`src/rtl/vga_pkg.sv`:
```
// vga_pkg: 640x480 timing constants, pixel type and window helper shared by the framebuffer arbiter
package vga_pkg;
  localparam int DATA_W = 8;
  localparam int H_VIS_START = 160;
  localparam int H_VIS_END = 800;
  localparam int V_VIS_START = 45;
  localparam int V_VIS_END = 525;
  localparam int FB_DEPTH = (H_VIS_END - H_VIS_START) * (V_VIS_END - V_VIS_START);
  typedef logic [DATA_W-1:0] pixel_t;
  function automatic logic in_range(input int x, input int lo, input int hi);
    return x >= lo && x < hi;
  endfunction
endpackage

```
`src/rtl/vga_fb_arbiter_rr.sv`:
```
// rr_arbiter: round-robin one-hot grant, searching from a pointer that moves past each winner
module rr_arbiter #(
  parameter int N = 2
) (
  input  logic         i_clk,
  input  logic         i_rst,
  input  logic [N-1:0] req,
  input  logic         enable,
  output logic [N-1:0] gnt
);
  localparam int PW = N > 1 ? $clog2(N) : 1;
  logic [PW-1:0] ptr, nxt, idx;
  logic hit;
  // First requester at or after the pointer wins; pointer moves one past it
  always_comb begin
    gnt = '0;
    nxt = ptr;
    idx = '0;
    hit = 1'b0;
    for (int i = 0; i < N; i++) begin
      idx = PW'((int'(ptr) + i) % N);
      if (enable && !hit && req[idx]) begin
        hit = 1'b1;
        gnt[idx] = 1'b1;
        nxt = PW'((int'(idx) + 1) % N);
      end
    end
  end
  // Pointer register; unchanged when nothing is granted
  always_ff @(posedge i_clk) ptr <= i_rst ? '0 : nxt;
endmodule

```
`src/rtl/vga_fb_arbiter.sv`:
```
// vga_fb_arbiter: framebuffer RAM owner, scanout first, writers round-robin; VGA_FB_ARB_TEARFREE_EN limits writes to vblank
module vga_fb_arbiter #(
  parameter int DATA_W = vga_pkg::DATA_W,
  parameter int ADDR_W = 19,
  parameter int N_WR = 2,
  parameter int H_VIS_START = vga_pkg::H_VIS_START,
  parameter int H_VIS_END = vga_pkg::H_VIS_END,
  parameter int V_VIS_START = vga_pkg::V_VIS_START,
  parameter int V_VIS_END = vga_pkg::V_VIS_END
) (
  input  logic                   i_clk,
  input  logic                   i_rst,
  input  logic [10:0]            i_hpos,
  input  logic [9:0]             i_vpos,
  input  logic [N_WR-1:0]        i_wr_req,
  input  logic [N_WR*ADDR_W-1:0] i_wr_addr,
  input  logic [N_WR*DATA_W-1:0] i_wr_data,
  output logic [N_WR-1:0]        o_wr_gnt,
  output logic [ADDR_W-1:0]      o_mem_addr,
  output logic                   o_mem_we,
  output logic [DATA_W-1:0]      o_mem_wdata,
  input  logic [DATA_W-1:0]      i_mem_rdata,
  output logic [DATA_W-1:0]      o_pixel,
  output logic                   o_pixel_valid,
  output logic                   o_frame_start
);
  import vga_pkg::*;
  localparam int DEPTH = (H_VIS_END - H_VIS_START) * (V_VIS_END - V_VIS_START);
  logic synced, sof, v_vis, scan_slot, scan_d, wr_en;
  logic [ADDR_W-1:0] scan_cnt, sel_addr;
  logic [DATA_W-1:0] sel_data;
  assign sof = i_hpos == '0 && i_vpos == '0;
  assign v_vis = in_range(int'(i_vpos), V_VIS_START, V_VIS_END);
  assign scan_slot = synced && v_vis && in_range(int'(i_hpos), H_VIS_START - 2, H_VIS_END - 2);
`ifdef VGA_FB_ARB_TEARFREE_EN
  assign wr_en = !i_rst && !v_vis;
`else
  assign wr_en = !i_rst && !scan_slot;
`endif
  rr_arbiter #(.N(N_WR)) u_rr (
    .i_clk  (i_clk),
    .i_rst  (i_rst),
    .req    (i_wr_req),
    .enable (wr_en),
    .gnt    (o_wr_gnt)
  );
  // Steer the granted writer onto the RAM port; zero when idle
  always_comb begin
    sel_addr = '0;
    sel_data = '0;
    for (int k = 0; k < N_WR; k++)
      if (o_wr_gnt[k]) begin
        sel_addr = i_wr_addr[k*ADDR_W +: ADDR_W];
        sel_data = i_wr_data[k*DATA_W +: DATA_W];
      end
  end
  assign o_mem_addr = scan_slot ? scan_cnt : sel_addr;
  assign o_mem_we = |o_wr_gnt && int'(sel_addr) < DEPTH;
  assign o_mem_wdata = sel_data;
  // Frame sync, scan address counter and two-stage pixel fetch pipeline
  always_ff @(posedge i_clk) begin
    if (i_rst) begin
      synced <= 1'b0;
      scan_cnt <= '0;
      scan_d <= 1'b0;
      o_pixel <= '0;
      o_pixel_valid <= 1'b0;
      o_frame_start <= 1'b0;
    end else begin
      synced <= synced || sof;
      scan_cnt <= sof ? '0 : scan_slot ? scan_cnt + ADDR_W'(1) : scan_cnt;
      scan_d <= scan_slot;
      o_pixel <= scan_d ? i_mem_rdata : '0;
      o_pixel_valid <= scan_d;
      o_frame_start <= sof;
    end
  end
endmodule

```
`config.mk`:
```
export PLATFORM = sky130hd
export DESIGN_NAME = vga_fb_arbiter
export DESIGN_NICKNAME = d
export VERILOG_FILES = /design/src/rtl/vga_pkg.sv /design/src/rtl/vga_fb_arbiter_rr.sv /design/src/rtl/vga_fb_arbiter.sv
export SDC_FILE = /design/constraint.sdc
export NUM_CORES = 1
export LEC_CHECK = 0
export BUFFER_PORTS_ARGS = -buffer_cell sky130_fd_sc_hd__buf_2
export CAP_MARGIN = 25
export CORE_MARGIN = 3
export CORE_UTILIZATION = 48
export CTS_BUF_LIST = sky130_fd_sc_hd__clkbuf_8
export CTS_CLUSTER_SIZE = 25
export DETAILED_ROUTE_END_ITERATION = 10
export GPL_ROUTABILITY_DRIVEN = 0
export PLACE_DENSITY = 0.95
export SLEW_MARGIN = 20
export SYNTH_ARGS = -nofsm -noshare
export SYNTH_HDL_FRONTEND = slang
export SYNTH_HIERARCHICAL = 1
export SYNTH_SLANG_ARGS = --single-unit
```
`constraint.sdc`:
```
create_clock -name i_clk -period 5.76 [get_ports i_clk]
set_input_delay 0.864 -clock i_clk [delete_from_list [all_inputs] [get_ports i_clk]]
set_output_delay 0.864 -clock i_clk [all_outputs]
set_load 0.03 [all_outputs]
```
==> results.md, run 1 <==
* Status: complete, no violations
* CTS Sinks at 32
* Worst path bufs/invs at 5
* Ports at 127
* Largest area contributor in the netlist: dfxtp_1
* Syn Area/Cell at 7.82 µm²
* Ys async rst share at 0%
* Max Fanout on Critical Path at 37
* Die Ht at 71.9 µm
* Count of cell types in the netlist at 41
* Cell Rows at 23
* Clk root buf: clkbuf_8
* Dpl cells at 423
* Detailed placement HPWL at 4900 µm
* Crit path top cell by count: buf_4
* Post-CTS setup buffers at 0
* CTS tree: yes
* Mapped Nets at 355
* Post-synthesis sequential area ratio at 30.7%
* Cells after synthesis at 267
* Initial antenna violation count at 0
* Reg2reg path depth at 5
* Iteration-0 DRC count of the detailed router at 215
* PwrDens at 197 mW/mm²
* Final Setup Violations at 0
* Critical path type: in -> out
* Slowest-stage cell, CP: nor4_4
* Dpl cell area at 0.00270 mm²
* Cts bufs inserted at 5
* Crit-path leading delay family: buffers and inverters
* Number of synthesized flops with an enable pin at 0
* DRC errors left at 0
* Sequential power share at 40.2%
* Initial Util at 51.1%
* Maximum clock path buffer count at 2
* Via density at 6.08
* DR WL/cell at 15.3 µm
* Most area-consuming cells after synthesis: dfxtp_1 31%, a21oi_1 9.1%, o31ai_1 6.1%
* First-pass GRT wire length at 10,300 µm
* DP Worst Slack at 0.962 ns
* Register bit total from synthesis at 32
* CTS Hold Bufs at 0
* Fin cells at 431
* Skew final at 0.00685 ns
* Crit-path cells: buf_2 -> nor4_4 -> a211oi_1 -> a31oi_4 -> or2_1 -> buf_4 -> nor2b_1 -> nand2_1 -> a21oi_2 -> buf_4 -> nor2b_1 -> buf_4 -> a22o_1 -> o21ai_0 -> a22oi_1 -> nor2_1 -> buf_2
* Crit-path max cell delay at 0.37 ns
* Clock transition at the registers of the reported paths at 0.07 ns
* Yosys top cell area share at 30.7%
* Maxcap violations at 0
* NetSw at 0.158 mW
* Die area at 0.00518 mm²
* Design Power at 0.553 mW
* Post-synth top cells: 38 x a21oi_1, 32 x dfxtp_1, 19 x nor3_1
* Antenna-violating nets left at 0
* Critical Path End Type: output port
* Core Footprint at 0.00409 mm²
* Largest net degree at the start of global routing at 53
* Total track usage at 24.2%
* Count leader, synth: a21oi_1
* Synth Warn # at 6
* WHS Path Cells at 2
* WHS at 0.478 ns
* Min Tclk post-route at 4.85 ns
* Unrepaired setup endpoints after global routing: false
* Final instance area at 0.00280 mm²
* DR pass1 iterations at 5
* Final WS setup at 0.906 ns
* Synth Cell Area at 0.00209 mm²
* Gr ovfl total at 0
* Worst IR Drop VDD at 0.0000984 V
* P&R area growth vs syn at 34.4%
* Sw Ratio at 28.5%
* CP Depth at 17
* Sum of negative setup slack at 0 ns
* Worst skew pair latency at 0.29 ns
* Routed WL at 6580 µm
* Int Power at 0.395 mW
* Vias in the first global route at 2,344
* Via count at 2,619
* Die W at 71.9 µm
* Main synth FF type: dfxtp_1
* Critical Path RT at 4.90 ns
* Final Hold Fails at 0
* Clock power frac at 37.5%
* Gate power share at 22.3%
* Worst Setup Start Kind: input pin
* Hold WC Path Type: reg -> reg
* Buffers on Ports at 126
* Pleak at 1.21 nW
* WP data arrival at 3.99 ns
* Ant. Diodes at 0
* Fin crit share at 84.3%
* Fin. max-slew vios at 0
* Max Fclk at 206 MHz
* Max_slew headroom at 54.3%
* Measured slew at the worst slew-check pin at 0.685 ns
* Layout cells sized above 1 at 37.8%
* Final layout net count at 468
* Max H-tree Level at 2
* Final core occ at 68.6%
* CTS resizes at 0
routing by layer:
metal	share of wire, %	vias to the layer above	routed length, µm	global-route usage (%)
li1	-	1254	-	-
met1	37	1204	2460	28.0
met2	51	143	3370	43.6
met3	9.2	18	604	4.57
met4	2.2	0	148	10.0
met5	0	-	0	0
registers in the layout, indices dropped and copies added (netlist names):
signal         flops
synced             1
u_rr/ptr           1
o_frame_start      1
o_pixel_valid      1
scan_cnt          19
o_pixel            8
scan_d             1
power by group through the flow:
stage,clock (mW),sequential (mW),combinational [mW]
global route,0.219,0.222,0.133
global placement,0,0.227,0.121
floorplan,0,0.227,0.0710
detailed placement,0,0.227,0.123
CTS,0.211,0.222,0.123
finish,0.207,0.222,0.123
tightest hold or removal path: stages (launching register included):
cell and delay, ns:
dfxtp_1 0.33, a21oi_1 0.04, nor2_1 0.07
final cells by class:
cell class                 instances  area (µm²)
timing repair buffer             131         668
clock buffer                       5        68.8
sequential                        32         641
inverter                           3        11.3
multi-input combinational        207        1310
tap                               50        62.6
clock inverter                     3        38.8
fill                             336        1280
worst paths after layout:
path	from	to	slack, ns
setup reg to reg	scan_cnt[2]	scan_cnt[16]	3.95
hold reg to reg	synced	synced	0.48
hold / removal	synced	synced	0.48
setup / recovery	i_vpos[8]	o_mem_we	0.91
cell families (layout without fill, tap and decap cells):
logic type      count (synthesis)  in the layout  synth area share, %
mux                             2              2                 1.08
simple gates                  105            105                 28.7
buf+inv                        28            142                 7.43
compound gates                 99             99                 31.5
fa+ha+maj                       1              1                0.599
flops                          32             32                 30.7
cells in the final DEF, fill, tap and decap left out, types with 8 or more instances in the layout:
cell type / Yosys / routed
a21oi_1: 38 / 37
a22o_1: 9 / 9
a22oi_1: 16 / 16
and2_1: 9 / 9
buf_2: 9 / 126
dfxtp_1: 32 / 32
nand2_1: 18 / 18
nand3_1: 9 / 9
nor2_1: 8 / 8
nor3_1: 19 / 19
o31ai_1: 17 / 17
or4_1: 16 / 16
(Power assumes the default switching activity.)
==> run 2, diff against run 1 <==
--- a/config.mk
+++ b/config.mk
@@ -8,12 +8,12 @@
 export BUFFER_PORTS_ARGS = -buffer_cell sky130_fd_sc_hd__buf_2
 export CAP_MARGIN = 25
 export CORE_MARGIN = 3
-export CORE_UTILIZATION = 48
+export CORE_UTILIZATION = 40
 export CTS_BUF_LIST = sky130_fd_sc_hd__clkbuf_8
 export CTS_CLUSTER_SIZE = 25
 export DETAILED_ROUTE_END_ITERATION = 10
 export GPL_ROUTABILITY_DRIVEN = 0
-export PLACE_DENSITY = 0.95
+export PLACE_DENSITY = 0.88
 export SLEW_MARGIN = 20
 export SYNTH_ARGS = -nofsm -noshare
 export SYNTH_HDL_FRONTEND = slang
==> constraint.sdc (replaced) <==
create_clock -name i_clk -period 4.45 [get_ports i_clk]
set_input_delay 0.6675 -clock i_clk [delete_from_list [all_inputs] [get_ports i_clk]]
set_output_delay 0.6675 -clock i_clk [all_outputs]
set_load 0.03 [all_outputs]
==> run 2 against run 1 <==
Global-route usage shrank 3.6 points. Cell area grew 1.2%. Flip-flop and latch count is the same. Sequential power grew 30%. Power grew 30%. Critical endpoint is now o_mem_addr[5]. Largest cell class unchanged. Highest routed layer unchanged.
==> results.md, run 2 (synthesis results as in run 1) <==
* Clock power frac at 37.7% (was 37.5%)
* Initial antenna violation count at 0 (unchanged)
* Worst Setup Start Kind: input pin (unchanged)
* WP data arrival at 3.38 ns (was 3.99 ns)
* Ant. Diodes at 0 (unchanged)
* Detailed placement HPWL at 4910 µm (was 4900 µm)
* FF-to-FF Start: synced (was scan_cnt[2])
* Initial Util at 42.8% (was 51.1%)
* Crit-path max cell delay at 0.37 ns (about the same)
* Multi-input logic area at 0.00133 mm² (was 0.00131 mm²)
* Maxcap violations at 0 (unchanged)
* Post-CTS setup buffers at 0 (unchanged)
* Crit path to: o_mem_addr[5] (was o_mem_we)
* DRC errors left at 0 (unchanged)
* Crit-path leading delay family: simple AND/OR/NAND/NOR gates (was buffers and inverters)
* Vias in the first global route at 2,288 (was 2,344)
* Most flops, register: scan_cnt (unchanged)
* Design Power at 0.719 mW (was 0.553 mW)
* Final Setup Violations at 0 (unchanged)
* Antenna-violating nets left at 0 (unchanged)
* Fillers at 451 (was 336)
* CP Depth at 13 (was 17)
* Critical Path RT at 3.78 ns (was 4.90 ns)
* Highest-count cells in the layout ignoring fill and taps: 126 x buf_2, 36 x a21oi_1, 32 x dfxtp_1 (was 126 x buf_2, 37 x a21oi_1, 32 x dfxtp_1)
* CTS Hold Bufs at 0 (unchanged)
* Die Ht at 78.2 µm (was 71.9 µm)
* Worst skew pair latency at 0.29 ns (about the same)
* Max H-tree Level at 2 (unchanged)
* Worst IR Drop VDD at 0.000104 V (was 0.0000984 V)
* NetSw at 0.207 mW (was 0.158 mW)
* Clock transition at the registers of the reported paths at 0.07 ns (about the same)
* Crit-path cells: buf_2 -> nor4_4 -> a211oi_1 -> a31oi_4 -> or2_1 -> nor2b_1 -> nand2_1 -> a21oi_2 -> nor2b_4 -> buf_4 -> a22oi_1 -> a21oi_1 -> buf_2 (was buf_2 -> nor4_4 -> a211oi_1 -> a31oi_4 -> or2_1 -> buf_4 -> nor2b_1 -> nand2_1 -> a21oi_2 -> buf_4 -> nor2b_1 -> buf_4 -> a22o_1 -> o21ai_0 -> a22oi_1 -> nor2_1 -> buf_2)
* CP startpoint: i_vpos[8] (unchanged)
* Layout cells sized above 1 at 38.3% (was 37.8%)
* Pleak at 1.21 nW (about the same)
* Sw Ratio at 28.7% (was 28.5%)
* Final Hold Fails at 0 (unchanged)
* Total track usage at 20.6% (was 24.2%)
* Cell Rows at 25 (was 23)
* Reg2Reg Setup Slack at 2.63 ns (was 3.95 ns)
* CTS tree: yes (unchanged)
* Via count at 2,537 (was 2,619)
* Final core occ at 58.1% (was 68.6%)
* Int Power at 0.512 mW (was 0.395 mW)
* Final layout net count at 468 (unchanged)
* Min Tclk post-route at 4.05 ns
* Hold WC Path Type: reg -> reg (unchanged)
* Sequential power share at 40.0% (was 40.2%)
* Final WS setup at 0.403 ns (was 0.906 ns)
* Core Footprint at 0.00488 mm² (was 0.00409 mm²)
* Unrepaired setup endpoints after global routing: false (unchanged)
* Global Route met1 Usage at 23.2% (was 28.0%)
* Max Fclk at 247 MHz
* Routed WL at 6500 µm (was 6580 µm)
* Ports at 127 (unchanged)
* Worst r2r dst: scan_cnt[11] (was scan_cnt[16])
* PwrDens at 253 mW/mm² (was 197 mW/mm²)
* Skew final at 0.00957 ns (was 0.00685 ns)
* Sum of negative setup slack at 0 ns (unchanged)
* Largest net degree at the start of global routing at 53 (unchanged)
* M2 GR Usage at 37.0% (was 43.6%)
* Gr ovfl total at 0 (unchanged)
* DR WL/cell at 14.5 µm (was 15.3 µm)
* Gate power share at 22.3% (about the same)
* P&R area growth vs syn at 35.9% (was 34.4%)
* Register area at 641 µm² (unchanged)
* Status: complete, no violations (unchanged)
* Fin crit share at 91.0%
* Critical path type: in -> out (unchanged)
* Largest regs: scan_cnt x19, o_pixel x8 (unchanged)
* Reg2reg path depth at 5 (unchanged)
* Worst path bufs/invs at 3 (was 5)
* Max reg flops at 19 (unchanged)
* Leading cell type in the layout, fill and taps excluded: buf_2 (unchanged)
* Met3 usage at 5.96% (was 4.57%)
* Cts bufs inserted at 5 (unchanged)
* Slowest-stage cell, CP: nor4_4 (unchanged)
* Measured slew at the worst slew-check pin at 0.661 ns (was 0.685 ns)
* Die W at 78.2 µm (was 71.9 µm)
* Maximum clock path buffer count at 2 (unchanged)
* Buffers on Ports at 126 (unchanged)
* First-pass GRT wire length at 10,300 µm (about the same)
* Critical Path End Type: output port (unchanged)
* Fin. max-slew vios at 0 (unchanged)
* Crit path top cell by count: buf_2 (was buf_4)
* DP Worst Slack at 0.275 ns (was 0.962 ns)
* Clk root buf: clkbuf_8 (unchanged)
* Max_slew headroom at 55.9% (was 54.3%)
* CTS resizes at 0 (unchanged)
* Top Usage Layer GRT: met2 (unchanged)
* DR pass1 iterations at 4 (was 5)
* CTS Sinks at 32 (unchanged)
* Iteration-0 DRC count of the detailed router at 254 (was 215)
* Die area at 0.00612 mm² (was 0.00518 mm²)
* Max Fanout on Critical Path at 15 (was 37)
* Via density at 5.66 (was 6.08)
[run 2: power groups by stage]
stage	sequential [mW]	combinational, mW	clock (mW)
floorplan	0.294	0.0923	0
global placement	0.294	0.156	0
detailed placement	0.294	0.159	0
CTS	0.288	0.160	0.273
global route	0.288	0.173	0.286
finish	0.288	0.160	0.271
[run 2: area by class of cell]
| cell class | count | share of cell area (%) |
|---|---|---|
| multi-input combinational | 207 | 46.7 |
| inverter | 3 | 0.397 |
| clock buffer | 5 | 2.43 |
| tap | 67 | 2.96 |
| sequential | 32 | 22.6 |
| clock inverter | 3 | 1.37 |
| timing repair buffer | 131 | 23.6 |
[run 2: metrics by stage]
step	cell area (µm²)	cells	hold WS (ns)
2_1_floorplan	2090	267	0.429
4_1_cts	2830	448	0.473
3_5_place_dp	2720	440	0.453
6_report	2840	448	0.482
3_3_place_gp	2720	440	0.452
5_1_grt	2840	448	0.500
[run 2: worst min-delay path by stage]
| stage | endpoint | depth (start not counted) | from | slack (ns) |
|---|---|---|---|---|
| 4_1_cts | synced | 2 | synced | 0.47 |
| 5_1_grt | synced | 2 | synced | 0.50 |
| 3_3_place_gp | synced | 2 | synced | 0.45 |
| 3_5_place_dp | synced | 2 | synced | 0.45 |
| 6_report | synced | 2 | synced | 0.48 |
| 2_1_floorplan | synced | 2 | synced | 0.43 |
[run 2: tightest hold or removal path, delay by kind of cell (launching register included)]
kind,cells,cell delay (ns)
compound gates,1,0.04
flops,1,0.34
simple gates,1,0.07
[run 2: routing by layer]
layer | routed length (µm) | up-vias
li1 | - | 1257
met1 | 2580 | 1179
met2 | 3280 | 91
met3 | 535 | 10
met4 | 104 | 0
met5 | 0 | -
==> run 3, diff against run 2 <==
--- a/config.mk
+++ b/config.mk
@@ -5,15 +5,15 @@
 export SDC_FILE = /design/constraint.sdc
 export NUM_CORES = 1
 export LEC_CHECK = 0
-export BUFFER_PORTS_ARGS = -buffer_cell sky130_fd_sc_hd__buf_2
 export CAP_MARGIN = 25
 export CORE_MARGIN = 3
-export CORE_UTILIZATION = 40
+export CORE_UTILIZATION = 55
 export CTS_BUF_LIST = sky130_fd_sc_hd__clkbuf_8
 export CTS_CLUSTER_SIZE = 25
 export DETAILED_ROUTE_END_ITERATION = 10
+export DONT_BUFFER_PORTS = 1
 export GPL_ROUTABILITY_DRIVEN = 0
-export PLACE_DENSITY = 0.88
+export PLACE_DENSITY = 0.83
 export SLEW_MARGIN = 20
 export SYNTH_ARGS = -nofsm -noshare
 export SYNTH_HDL_FRONTEND = slang
==> run 3 against run 2 <==
Sequential power is essentially flat. Sequential share of layout area grew 4.3 points. Combinational power shrank 22%. Clock power grew 3%. Flip-flop and latch count is the same. First-iteration DRC count shrank 42%. Routed wire length shrank 2.9%. Worst setup slack gained 0.10 ns. Via count shrank 13%. Final cell count shrank 27%. Highest routed layer unchanged.
==> results.md, run 3 (synthesis results as in run 1) <==
* Status: complete, no violations (unchanged)
* Largest regs: scan_cnt x19, o_pixel x8 (unchanged)
* Min-delay src: i_rst (was synced)
* Worst r2r dst: scan_cnt[10] (was scan_cnt[11])
* P&R area growth vs syn at 14.3% (was 35.9%)
* Hold WC Path Type: in -> reg (was reg -> reg)
* Cts bufs inserted at 5 (unchanged)
* DRC errors left at 0 (unchanged)
* Cell Rows at 21 (was 25)
* Maxcap violations at 0 (unchanged)
* Via count at 2,210 (was 2,537)
* Initial antenna violation count at 0 (unchanged)
* Min Tclk post-route at 3.95 ns (was 4.05 ns)
* Most flops, register: scan_cnt (unchanged)
* Max reg flops at 19 (unchanged)
* Core Footprint at 0.00349 mm² (was 0.00488 mm²)
* Max_slew headroom at 54.8% (was 55.9%)
* Pleak at 0.800 nW (was 1.21 nW)
* Register area at 641 µm² (unchanged)
* CTS tree: yes (unchanged)
* Worst Setup Start Kind: input pin (unchanged)
* CTS resizes at 0 (unchanged)
* Final layout net count at 369 (was 468)
* Worst skew pair latency at 0.29 ns (about the same)
* Max H-tree Level at 2 (unchanged)
* Unrepaired setup endpoints after global routing: false (unchanged)
* Clk root buf: clkbuf_8 (unchanged)
* WHS Path Cells at 1 (was 2)
* Vias in the first global route at 1,873 (was 2,288)
* Routed WL at 6310 µm (was 6500 µm)
* Post-CTS setup buffers at 0 (unchanged)
* Fin crit share at 88.7% (was 91.0%)
* FF-to-FF Start: scan_cnt[2] (was synced)
* Final core occ at 68.3% (was 58.1%)
* Ports at 127 (unchanged)
* Slowest-stage cell, CP: nor2_1 (was nor4_4)
* Gr ovfl total at 0 (unchanged)
* Final WS setup at 0.503 ns (was 0.403 ns)
* First-pass GRT wire length at 8710 µm (was 10,300 µm)
* Reg2reg path depth at 5 (unchanged)
* Critical Path End Type: output port (unchanged)
* WHS at 0.438 ns (was 0.482 ns)
* CTS Hold Bufs at 0 (unchanged)
* Detailed placement HPWL at 4680 µm (was 4910 µm)
* Highest-count cells in the layout ignoring fill and taps: 36 x a21oi_1, 32 x dfxtp_1, 32 x buf_4 (was 126 x buf_2, 36 x a21oi_1, 32 x dfxtp_1)
* Total track usage at 25.3% (was 20.6%)
* DP Worst Slack at 0.548 ns (was 0.275 ns)
* Maximum clock path buffer count at 2 (unchanged)
* Leading cell type in the layout, fill and taps excluded: a21oi_1 (was buf_2)
* Fillers at 283 (was 451)
* Gate power share at 18.1% (was 22.3%)
* Iteration-0 DRC count of the detailed router at 147 (was 254)
* Sequential power share at 41.5% (was 40.0%)
* Max Fanout on Critical Path at 36 (was 15)
* Critical path type: in -> out (unchanged)
* Initial Util at 59.7% (was 42.8%)
* Crit path top cell by count: o21ai_0 (was buf_2)
* Final Hold Fails at 0 (unchanged)
* Multi-input logic area at 0.00133 mm² (unchanged)
* Int Power at 0.496 mW (was 0.512 mW)
* Die area at 0.00457 mm² (was 0.00612 mm²)
* Design Power at 0.693 mW (was 0.719 mW)
* Die Ht at 67.6 µm (was 78.2 µm)
* DR pass1 iterations at 5 (was 4)
* CTS Sinks at 32 (unchanged)
* Critical Path RT at 3.78 ns (about the same)
* Worst IR Drop VDD at 0.000125 V (was 0.000104 V)
* Reg2Reg Setup Slack at 2.64 ns (was 2.63 ns)
* WP data arrival at 3.28 ns (was 3.38 ns)
* Crit-path max cell delay at 0.46 ns (was 0.37 ns)
* Fin. max-slew vios at 0 (unchanged)
* Measured slew at the worst slew-check pin at 0.677 ns (was 0.661 ns)
* PwrDens at 291 mW/mm² (was 253 mW/mm²)
* Antenna-violating nets left at 0 (unchanged)
* Worst path bufs/invs at 1 (was 3)
* Buffers on Ports at 0 (was 126)
* Crit-path leading delay family: simple AND/OR/NAND/NOR gates (unchanged)
* Sw Ratio at 28.5% (was 28.7%)
* Crit-path cells: nor4_4 -> a211oi_1 -> a31oi_4 -> or2_1 -> nor2b_1 -> nand2_1 -> a21oi_4 -> buf_4 -> o21ai_0 -> o21ai_0 -> a22oi_1 -> nor2_1 (was buf_2 -> nor4_4 -> a211oi_1 -> a31oi_4 -> or2_1 -> nor2b_1 -> nand2_1 -> a21oi_2 -> nor2b_4 -> buf_4 -> a22oi_1 -> a21oi_1 -> buf_2)
* Via density at 6.74 (was 5.66)
* Final Setup Violations at 0 (unchanged)
* NetSw at 0.198 mW (was 0.207 mW)
* Ant. Diodes at 0 (unchanged)
* Clock transition at the registers of the reported paths at 0.07 ns (about the same)
* Largest net degree at the start of global routing at 53 (unchanged)
* Clock power frac at 40.5% (was 37.7%)
* Sum of negative setup slack at 0 ns (unchanged)
* Max Fclk at 253 MHz (was 247 MHz)
* DR WL/cell at 19.2 µm (was 14.5 µm)
* Layout cells sized above 1 at 16.7% (was 38.3%)
* Die W at 67.6 µm (was 78.2 µm)
* Skew final at 0.00958 ns (was 0.00957 ns)
* Worst Hold Endpoint: scan_d (was synced)
-- run 3: changes by cell type in the layout (fill, tap and decap cells not counted), sizes merged --
cell      before  now
buf          131   32
clkinvlp       0    1
inv            4    3
-- run 3: cell type report --
type                       count  area share [%]
multi-input combinational    207            55.5
sequential                    32            26.8
timing repair buffer          32            10.1
clock buffer                   5            2.88
tap                           46            2.41
clock inverter                 3            1.78
inverter                       3           0.472
-- run 3: routing by layer --
layer / global-route usage [%] / wire length, µm
met5: 0 / 0
met1: 28.7 / 2330
met3: 7.65 / 530
met2: 43.6 / 3370
met4: 10.4 / 75
-- run 3: metrics by stage --
step           std cells  cell area [µm²]
2_1_floorplan        267             2090
3_3_place_gp         320             2270
3_5_place_dp         320             2270
4_1_cts              328             2390
5_1_grt              328             2390
6_report             328             2390
-- run 3: worst max-delay path by stage --
| stage | startpoint | to | slack (ns) | cells after the start |
|---|---|---|---|---|
| 4_1_cts | i_vpos[8] | o_mem_we | 0.54 | 12 |
| 3_5_place_dp | i_vpos[8] | o_mem_we | 0.55 | 12 |
| 2_1_floorplan | i_vpos[8] | o_mem_addr[18] | 0.02 | 14 |
| 3_3_place_gp | i_vpos[8] | o_mem_we | 0.62 | 12 |
| 6_report | i_vpos[8] | o_mem_we | 0.50 | 12 |
| 5_1_grt | i_vpos[8] | o_mem_we | 0.30 | 12 |
-- run 3: power groups by stage --
stage	logic (mW)	clock network, mW	registers, mW
final	0.125	0.280	0.288
after global placement	0.122	0	0.294
after floorplan	0.0923	0	0.294
after global routing	0.132	0.296	0.288
after CTS	0.125	0.283	0.288
after detailed placement	0.125	0	0.294
-- run 3: worst reg2reg max path, cell delays in order, from the launching register on --
cell,delay [ns]
dfxtp_1,0.40
and3_1,0.24
and4_1,0.36
nand4_1,0.15
or4_1,0.43
a21oi_1,0.15
